## src/rtl/vga_scaler_pkg.sv

```systemverilog
// Shared constants, fill FSM state type and NES master palette for the VGA line scaler.
package vga_scaler_pkg;

    localparam int X_OFFSET_DEF = 64;
    localparam int NES_W        = 256;
    localparam int NES_H        = 240;

    typedef enum logic [1:0] {
        IDLE,
        REQ,
        FILL
    } fillState_t;

    // 8-bit channels widened to 10 bits by replicating the top bits, so full scale stays full scale
    function automatic logic [29:0] rgb10(input logic [23:0] c);
        return {c[23:16], c[23:22], c[15:8], c[15:14], c[7:0], c[7:6]};
    endfunction

    localparam logic [29:0] NES_PALETTE [64] = '{
        rgb10(24'h7C7C7C), rgb10(24'h0000FC), rgb10(24'h0000BC), rgb10(24'h4428BC),
        rgb10(24'h940084), rgb10(24'hA80020), rgb10(24'hA81000), rgb10(24'h881400),
        rgb10(24'h503000), rgb10(24'h007800), rgb10(24'h006800), rgb10(24'h005800),
        rgb10(24'h004058), rgb10(24'h000000), rgb10(24'h000000), rgb10(24'h000000),
        rgb10(24'hBCBCBC), rgb10(24'h0078F8), rgb10(24'h0058F8), rgb10(24'h6844FC),
        rgb10(24'hD800CC), rgb10(24'hE40058), rgb10(24'hF83800), rgb10(24'hE45C10),
        rgb10(24'hAC7C00), rgb10(24'h00B800), rgb10(24'h00A800), rgb10(24'h00A844),
        rgb10(24'h008888), rgb10(24'h000000), rgb10(24'h000000), rgb10(24'h000000),
        rgb10(24'hF8F8F8), rgb10(24'h3CBCFC), rgb10(24'h6888FC), rgb10(24'h9878F8),
        rgb10(24'hF878F8), rgb10(24'hF85898), rgb10(24'hF87858), rgb10(24'hFCA044),
        rgb10(24'hF8B800), rgb10(24'hB8F818), rgb10(24'h58D854), rgb10(24'h58F898),
        rgb10(24'h00E8D8), rgb10(24'h787878), rgb10(24'h000000), rgb10(24'h000000),
        rgb10(24'hFCFCFC), rgb10(24'hA4E4FC), rgb10(24'hB8B8F8), rgb10(24'hD8B8F8),
        rgb10(24'hF8B8F8), rgb10(24'hF8A4C0), rgb10(24'hF0D0B0), rgb10(24'hFCE0A8),
        rgb10(24'hF8D878), rgb10(24'hD8F878), rgb10(24'hB8F8B8), rgb10(24'hB8F8D8),
        rgb10(24'h00FCFC), rgb10(24'hF8D8F8), rgb10(24'h000000), rgb10(24'h000000)
    };

endpackage

```

## src/rtl/nes_palette_rom.sv

```systemverilog
// Registered NES palette lookup: 6-bit colour index to 30-bit RGB, forced black on blank.
module nes_palette_rom
    import vga_scaler_pkg::*;
(
    input  logic        iCLK,
    input  logic        iRST_N,
    input  logic [5:0]  iIndex,
    input  logic        iBlank,
    output logic [29:0] oRgb
);

    always_ff @(posedge iCLK or negedge iRST_N) begin
        if (!iRST_N)
            oRgb <= '0;
        else
            oRgb <= iBlank ? 30'd0 : NES_PALETTE[iIndex];
    end

endmodule

```

## src/rtl/vga_line_scaler.sv

```systemverilog
// Doubles a 256x240 NES picture onto a VGA raster using two ping-pong line banks
// refilled one NES line ahead of the beam.
module vga_line_scaler
    import vga_scaler_pkg::*;
#(
    parameter int LOOKAHEAD = 2,
    parameter int X_OFFSET  = X_OFFSET_DEF
) (
    input  logic        iCLK,
    input  logic        iRST_N,
    input  logic [10:0] iCurrent_X,
    input  logic [10:0] iCurrent_Y,
    input  logic        iRequest,
    input  logic        iVGA_VS,
    output logic        oLine_Req,
    output logic [7:0]  oLine_Num,
    input  logic        iPix_Valid,
    input  logic [5:0]  iPix_Data,
    output logic [9:0]  oRed,
    output logic [9:0]  oGreen,
    output logic [9:0]  oBlue,
    output logic        oOverrun
);

    localparam logic [10:0] X_LO = 11'(X_OFFSET);
    localparam logic [10:0] X_HI = 11'(X_OFFSET + 2 * NES_W);

    fillState_t  state, stateNext;
    logic [7:0]  wrAddr, lineNum;
    logic        overrun, vsPrev, reqPrev;
    logic        vsFall, reqRise, trigger, wrEn;
    logic [9:0]  rowHalf;
    logic [7:0]  trigLine;

    logic [5:0]  bank0 [NES_W];
    logic [5:0]  bank1 [NES_W];

    logic [10:0] xr;
    logic        inRange, rdBank;
    logic [7:0]  rdAddr;
    logic [5:0]  pixData_p1;
    logic        vld_p1;
    logic [29:0] rgb_p2;

    // A VGA row pair 2n/2n+1 shows NES line n, so the first even row of a pair fetches line n+1
    always_comb begin
        rowHalf  = iCurrent_Y[10:1];
        vsFall   = vsPrev & ~iVGA_VS;
        reqRise  = iRequest & ~reqPrev & ~iCurrent_Y[0] & (rowHalf <= 10'(NES_H - 2));
        trigger  = vsFall | reqRise;
        trigLine = vsFall ? 8'd0 : rowHalf[7:0] + 8'd1;
    end

    always_ff @(posedge iCLK or negedge iRST_N) begin
        if (!iRST_N)
            state <= IDLE;
        else
            state <= stateNext;
    end

    always_comb begin
        stateNext = state;
        oLine_Req = 1'b0;
        wrEn      = 1'b0;
        case (state)
            IDLE: stateNext = IDLE;
            REQ: begin
                oLine_Req = 1'b1;
                stateNext = FILL;
            end
            FILL: begin
                if (iPix_Valid) begin
                    wrEn = 1'b1;
                    if (wrAddr == 8'(NES_W - 1))
                        stateNext = IDLE;
                end
            end
            default: stateNext = IDLE;
        endcase
        // A new trigger always wins: the line in progress is dropped
        if (trigger) begin
            stateNext = REQ;
            wrEn      = 1'b0;
        end
    end

    always_ff @(posedge iCLK or negedge iRST_N) begin
        if (!iRST_N) begin
            wrAddr  <= '0;
            lineNum <= '0;
            overrun <= 1'b0;
            vsPrev  <= 1'b1;
            reqPrev <= 1'b0;
        end else begin
            vsPrev  <= iVGA_VS;
            reqPrev <= iRequest;
            if (trigger) begin
                lineNum <= trigLine;
                wrAddr  <= '0;
                if (state != IDLE)
                    overrun <= 1'b1;
            end else if (wrEn) begin
                wrAddr <= wrAddr + 8'd1;
            end
        end
    end

    assign oLine_Num = lineNum;
    assign oOverrun  = overrun;

    always_ff @(posedge iCLK) begin
        if (wrEn && !lineNum[0])
            bank0[wrAddr] <= iPix_Data;
        if (wrEn && lineNum[0])
            bank1[wrAddr] <= iPix_Data;
    end

    always_comb begin
        xr      = iCurrent_X + 11'(LOOKAHEAD);
        inRange = (xr >= X_LO) && (xr < X_HI);
        rdAddr  = 8'((xr - X_LO) >> 1);
        rdBank  = iCurrent_Y[1];
    end

    // Stage 1: bank read and blank flag
    always_ff @(posedge iCLK) begin
        pixData_p1 <= rdBank ? bank1[rdAddr] : bank0[rdAddr];
    end

    always_ff @(posedge iCLK or negedge iRST_N) begin
        if (!iRST_N)
            vld_p1 <= 1'b0;
        else
            vld_p1 <= iRequest & inRange;
    end

    // Stage 2: palette lookup into the colour outputs
    nes_palette_rom u_palette (
        .iCLK   (iCLK),
        .iRST_N (iRST_N),
        .iIndex (pixData_p1),
        .iBlank (~vld_p1),
        .oRgb   (rgb_p2)
    );

    assign oRed   = rgb_p2[29:20];
    assign oGreen = rgb_p2[19:10];
    assign oBlue  = rgb_p2[9:0];

endmodule

```

## config.mk

```make
export PLATFORM = sky130hd
export DESIGN_NAME = vga_line_scaler
export DESIGN_NICKNAME = d
export VERILOG_FILES = /design/src/rtl/vga_scaler_pkg.sv /design/src/rtl/nes_palette_rom.sv /design/src/rtl/vga_line_scaler.sv
export SDC_FILE = /design/constraint.sdc
export NUM_CORES = 2
export LEC_CHECK = 0
export CORE_MARGIN = 1.5
export CORE_UTILIZATION = 45
export DETAILED_ROUTE_END_ITERATION = 10
export GPL_TIMING_DRIVEN = 1
export PLACE_DENSITY = 0.57
export SLEW_MARGIN = 40
export SYNTH_ARGS = -nofsm -noshare
export SYNTH_HDL_FRONTEND = slang
export SYNTH_HIERARCHICAL = 1
export SYNTH_SLANG_ARGS = --single-unit
```

## constraint.sdc

```tcl
create_clock -name iCLK -period 2.9 [get_ports iCLK]
set_input_delay 0.58 -clock iCLK [delete_from_list [all_inputs] [get_ports iCLK]]
set_output_delay 0.58 -clock iCLK [all_outputs]
set_load 0.03 [all_outputs]
```

* After elaboration in Yosys (flattened, before gate mapping)
Memory sizes are Yosys's and may differ from the RTL's. Cells that the tools add are included.
Storage, ports and cells: word-level logic and storage cells 62, output and inout bits 40, bits in registers 58, memories kept 3, input bits 33, memory bits (writable) 3072, memory bits (read-only) 1920
Operators by class: magnitude comparators 4, bitwise gates (word level) 10, equal/unequal tests 5, muxes and demuxes 19, add/sub/neg operators 4, reduce and logical (&&, ||, !) cells 8
Memory list:
- (name not given) | depth 64, bits a word 30, read ports 1, clocked after memory_dff 0, write ports 0, line nes_palette_rom.sv:16 | oRgb <= iBlank ? 30'd0 : NES_PALETTE[iIndex];
- bank0 | depth 256, bits a word 6, read ports 1, clocked after memory_dff 0, write ports 1, line vga_line_scaler.sv:35 | logic [5:0] bank0 [NES_W];
- bank1 | depth 256, bits a word 6, read ports 1, clocked after memory_dff 0, write ports 1, line vga_line_scaler.sv:36 | logic [5:0] bank1 [NES_W];
Operators by type and width (number):
- 30-bit 2-to-1 mux | 3
- 8-bit 2-to-1 mux | 3
- 8-bit by 1-bit adder with 8-bit output, second input constant | 2
- 11-bit by 2-bit adder with 11-bit output, second input constant | 1
- 11-bit by 7-bit >= comparator with 1-bit output, second input constant | 1
- 11-bit by 10-bit less-than comparator with 1-bit output, second input constant | 1
- 10-bit by 8-bit less-or-equal comparator with 1-bit output, second input constant | 1
- 9-bit by 7-bit subtractor with 9-bit output, second input constant | 1
- 8-bit == test, second input constant | 1
- 1-bit 2-to-1 mux | 8
- 7-bit >= comparator, second input constant | 1
- 6-bit inverter with 7-bit output | 1
- 2-bit 2-to-1 mux | 3
- 6-bit 2-to-1 mux | 1
- 3-bit != test, second input constant | 2
- 1-bit AND | 5
- 2-bit one-hot mux with 2 select lines | 1
- 2-bit AND reduction | 2
- 2-bit nonzero test | 2
- 1-bit logical AND | 3
- 1-bit inverter | 3
- 2-bit by 1-bit == test with 1-bit output, second input constant | 1
- 2-bit == test, second input constant | 1
- 1-bit zero test | 1
- 1-bit OR | 1

* Logic depth before layout (Yosys ltp)
word-level depth 9, mapped depth 16, depth with buffers taken out 12

* Hierarchy
Netlist, hierarchy kept.
By module, submodules not included:
- vga_line_scaler | cells each 6015, instances 1, area an instance 121216.3 µm², sequential area each 92920.4 µm²
- nes_palette_rom | cells each 257, instances 1, area an instance 1963.1 µm², sequential area each 450.4 µm²

* Worst setup path before layout
Ideal clock, no wire load.
kind in2reg, start point input port iCurrent_Y[1], end point memory bank0[197][0] (enable), setup time 350 ps, path slack -347 ps, stages 14, arrival time 2897 ps, buffers on the path 4, required time 2550 ps, cells stage by stage inv_1 clkbuf_1 ha_1 and3b_1 o2111ai_1 and3_1 nor2b_2 buf_4 inv_2 nor3_4 buf_6 nand3_2 buf_6 nor2_1
Between the ends: cells in the longest elaborated chain, start to end 7
Ends and longest elaborated chain:
- from (decl) | line vga_line_scaler.sv:12 | input logic [10:0] iCurrent_Y,
- 10-bit by 8-bit less-or-equal comparator with 1-bit output | line vga_line_scaler.sv:49 | reqRise = iRequest & ~reqPrev & ~iCurrent_Y[0] & (rowHalf <= 10'(NES_H - 2));
- 1-bit AND | line vga_line_scaler.sv:49
- 1-bit OR | line vga_line_scaler.sv:50 | trigger = vsFall | reqRise;
- 1-bit 2-to-1 mux | line vga_line_scaler.sv:81 | if (trigger) begin
- 1-bit logical AND | line vga_line_scaler.sv:112 | if (wrEn && !lineNum[0])
- 1-bit 2-to-1 mux | line vga_line_scaler.sv:112
- 1-bit 2-to-1 mux (implied by the code) | line vga_line_scaler.sv:113 | bank0[wrAddr] <= iPix_Data;
- to (decl) | line vga_line_scaler.sv:35
Every way passes these cells.

* Final worst setup path
start point input port iCurrent_X[4], end point register pixData_p1[0]
Between the ends: cells in the longest elaborated chain, start to end 4, elaborated cells between the ends (all ways) 5, those cells by class add/sub: 2; mux: 1; memory: 2
Ends and longest elaborated chain:
- from (decl) | line vga_line_scaler.sv:11 | input logic [10:0] iCurrent_X,
- 11-bit by 2-bit adder with 11-bit output * | line vga_line_scaler.sv:119 | xr = iCurrent_X + 11'(LOOKAHEAD);
- 9-bit by 7-bit subtractor with 9-bit output * | line vga_line_scaler.sv:121 | rdAddr = 8'((xr - X_LO) >> 1);
- memory 256 x 6 bit, on equally long branches
- 6-bit 2-to-1 mux * | line vga_line_scaler.sv:127 | pixData_p1 <= rdBank ? bank1[rdAddr] : bank0[rdAddr];
- to (signal assigned) | line vga_line_scaler.sv:127
- to (decl) | line vga_line_scaler.sv:41 | logic [5:0] pixData_p1;
Mark *: on every way between the ends. The rest lies on a longest branch, timed or not. A chain may end at the register's enable or synchronous reset.

==> summary.txt <==
Power
  – Max VDD drop: 0.428 mV
  – PwrDens: approximately 670 nW/um^2
  – Pwr Total: 0.0999 W
  – Leakage power: slightly below 50 nW

Die
  – Starting Density: 0.454
  – Core Rows: around 190
  – Die X-Extent: 526 um
  – Core Region: 271000 um^2
  – Ports: 73
  – Die Y: approximately 530 um
  – Die area: 277000 um^2

Worst setup path
  – CP arrival: 3.70 ns
  – Crit. End Element: register
  – WS Path Type: in -> reg
  – CP Launch Type: primary input
  – Max FO, Critical Path: 5
  – WP data required: between 3 and 4 ns

Clock network
  – Clk Latency, worst-skew pair: 0.90 ns
  – CTS Root Cell: clkbuf_16
  – CTS tree: built
  – Longest Clk Path Bufs: 4
  – Sink Count: 3118
  – Clock transition at path regs: 0.06 ns
  – CTS buffer count: around 330
  – H-tree Lvls: 5

Yosys
  – Post-Synthesis Cells: 6272
  – Post-synth EDFFs: roughly 3000
  – Mapped Area: 123000 um^2
  – FF+latch count, synth: 3118
  – Synth Warn #: 6
  – Async set or reset register ratio after synthesis: 0.0128
  – Synth Area per Inst: between 15 and 20 um^2
  – Part of the Yosys area used for sequential elements: 0.758
  – Top_reg_cell synth: edfxtp_1
  – Cell variety after synth: 80

Drt
  – 1st-pass router iterations: 6
  – Via count: between 60000 and 70000
  – ANT nets after route: 0
  – DR vias/cell: 5.88
  – DR DRC count: 0
  – Total length of routed wires: 347000 um
  – DRT iter0 DRCs: ~7900
  – Drt wl/cell: a little over 30 um

STA
  – Endpoints failing hold: 0
  – Max Freq: 0.341 GHz
  – Setup Skew: 0.0287 ns
  – Slew margin rel.: 0.413
  – Final WS setup: -0.0328 ns
  – Slew @ Worst Pin: 0.881 ns
  – Final setup TNS: -0.0505 ns
  – Crit share post-route: 1.01
  – Setup violations, final: 2
  – Min Tclk post-route: 2.93 ns
  – Final max-slew violation count: 0

Status
  – Outcome: finished with violations
  – Failing checks: negative setup slack

Cells and area
  – Commonest cells after routing, fill and taps aside: 3072 x edfxtp_1, 1063 x buf_4, 794 x mux4_2
  – Most common cell after layout, fill and taps aside: edfxtp_1
  – Nets@finish: 7548
  – Area Growth Syn to Fin: 21.9%
  – Share of cells above drive strength 1: 0.367

Global route
  – Initial antenna violation count: 15
  – Vias in the first global route: 67900
  – Global-route wire length before repair: about 500000 um
  – Largest net degree at the start of global routing: 135
  – GRT overflow: 0
  – All-Layer GR Usage: 0.249

Job
  – Max-cap violations: 0

Place
  – GPL Wtd Cong: 0.855
  – Pre-CTS WS: -1.88 ns
  – Port Buffers: 65
  – HPWL Detailed: between 200000 and 250000 um

Worst hold path
  – Worst Hold Class: in -> reg
-- power by group --
group	total [W]	internal, W	switching (W)
registers	0.0498	0.0495	0.000231
logic	0.00897	0.00355	0.00542
clock network	0.0412	0.0236	0.0176
-- state kept, by name (all words and copies together) (netlist names), 2 cells and up --
register        flops
bank0            1536
bank1            1536
oLine_Num           8
pixData_p1          6
state               2
u_palette/oRgb     18
wrAddr              8
-- final timing paths --
| check | startpoint | end | slack [ns] | cells past startpoint |
|---|---|---|---|---|
| min reg2reg | oLine_Num[4] | oLine_Num[4] | 0.48 | 2 |
| max | iCurrent_X[4] | pixData_p1[0] | -0.03 | 16 |
| max in group asynchronous | iRST_N | wrAddr[1] | 2.28 | 2 |
| min in group asynchronous | iRST_N | state[1] | 0.23 | 2 |
| min | iPix_Data[2] | bank0[22][2] | 0.09 | 1 |
| max reg2reg | bank1[54][1] | pixData_p1[1] | 0.21 | 8 |
-- cells by family (layout without fill, tap and decap cells) --
logic type	count (synthesis)	count (layout)	share of synthesized area
DFF	3118	3118	0.758
and+or+nand+nor	1516	1516	0.0527
muxes	889	889	0.153
buffers and inverters	430	1915	0.0166
AOI/OAI and AO/OA	275	275	0.0158
xor gates and xnor gates	25	25	0.00205
adders and majority gates	18	18	0.00183
other	1	14	0.0000304
-- cell type report --
class                           count  area, um^2
Fill cell                       20700      121000
Clock buffer                      403        8560
Antenna cell                        8        20.0
Sequential cell                  3118       93400
Multi-Input combinational cell   2729       29700
Timing Repair Buffer             1299       12100
Inverter                           23        96.3
Clock inverter                    190        1860
Tap cell                         3570        4470
-- critical path, stage by stage --
cell and delay (ns):
clkdlybuf4s50_1 0.43, buf_4 0.17, buf_4 0.15, xnor2_1 0.15, a31o_4 0.31, buf_4 0.16
buf_12 0.14, a22oi_1 0.29, o211ai_1 0.22, buf_4 0.18, nand3_1 0.15, a21oi_1 0.16
buf_4 0.18, o32ai_4 0.18, buf_4 0.17, mux2i_1 0.06
-- routing by layer --
metal  global-route usage  wire length [um]  vias up
met5                    0                48        -
met4               0.0736             10100        8
met3               0.0367             26600      527
met2                0.398            166000     2843
met1                0.358            144000    35400
li1                     -                 -    28000
-- per-stage QoR --
step | area (um^2) | util | instances | hold WS (ns)
after floorplan | 125000 | - | 6277 | 0.284
final | 150000 | 0.553 | 11300 | 0.0945
after detailed placement | 139000 | 0.512 | 10700 | 0.474
after CTS | 150000 | 0.552 | 11300 | 0.0386
after global placement | 139000 | 0.512 | 10700 | 0.465
after global routing | 150000 | 0.553 | 11300 | 0.0802
-- synth_stat cells, types with 5 or more instances --
| cell | instances | area (um^2) |
|---|---|---|
| edfxtp_1 | 3072 | 92200 |
| mux4_2 | 794 | 17900 |
| nor2_1 | 565 | 2120 |
| nand2_1 | 545 | 2050 |
| nand3_1 | 238 | 1190 |
| clkbuf_1 | 173 | 649 |
| buf_2 | 123 | 616 |
| mux2i_1 | 90 | 901 |
| nand4_1 | 72 | 450 |
| buf_4 | 62 | 465 |
| buf_1 | 43 | 161 |
| a31oi_1 | 40 | 250 |
| dfrtp_1 | 39 | 976 |
| a21oi_1 | 38 | 190 |
| o21ai_0 | 33 | 165 |
| a32oi_1 | 29 | 254 |
| a22oi_1 | 28 | 210 |
| o211ai_1 | 21 | 158 |
| nor3_1 | 19 | 95.1 |
| ha_1 | 18 | 225 |
| inv_1 | 18 | 67.6 |
| nor2b_1 | 16 | 100 |
| o2111ai_1 | 12 | 105 |
| xor2_1 | 12 | 105 |
| nand2b_1 | 11 | 68.8 |
| a211oi_1 | 10 | 75.1 |
| xnor2_1 | 10 | 87.6 |
| a221oi_1 | 9 | 78.8 |
| and3_1 | 7 | 43.8 |
| nor4_1 | 7 | 43.8 |
| o22ai_1 | 7 | 43.8 |
| buf_6 | 6 | 67.6 |
| dfxtp_1 | 6 | 120 |
| nand3_4 | 6 | 105 |
| a21o_1 | 5 | 37.5 |
| a311oi_1 | 5 | 43.8 |
| and2_1 | 5 | 31.3 |
| o21ai_1 | 5 | 25.0 |
-- what timing repair did --
action	4_1_cts	5_1_grt
hold endpoints to repair	39	0
hold buffers	1	0
resized for setup	49	35
buffers inserted	8	17
pin swaps	9	18
gates cloned	0	1
setup endpoints to repair	6	6
Note: power is estimated with default switching activity, not from simulation.
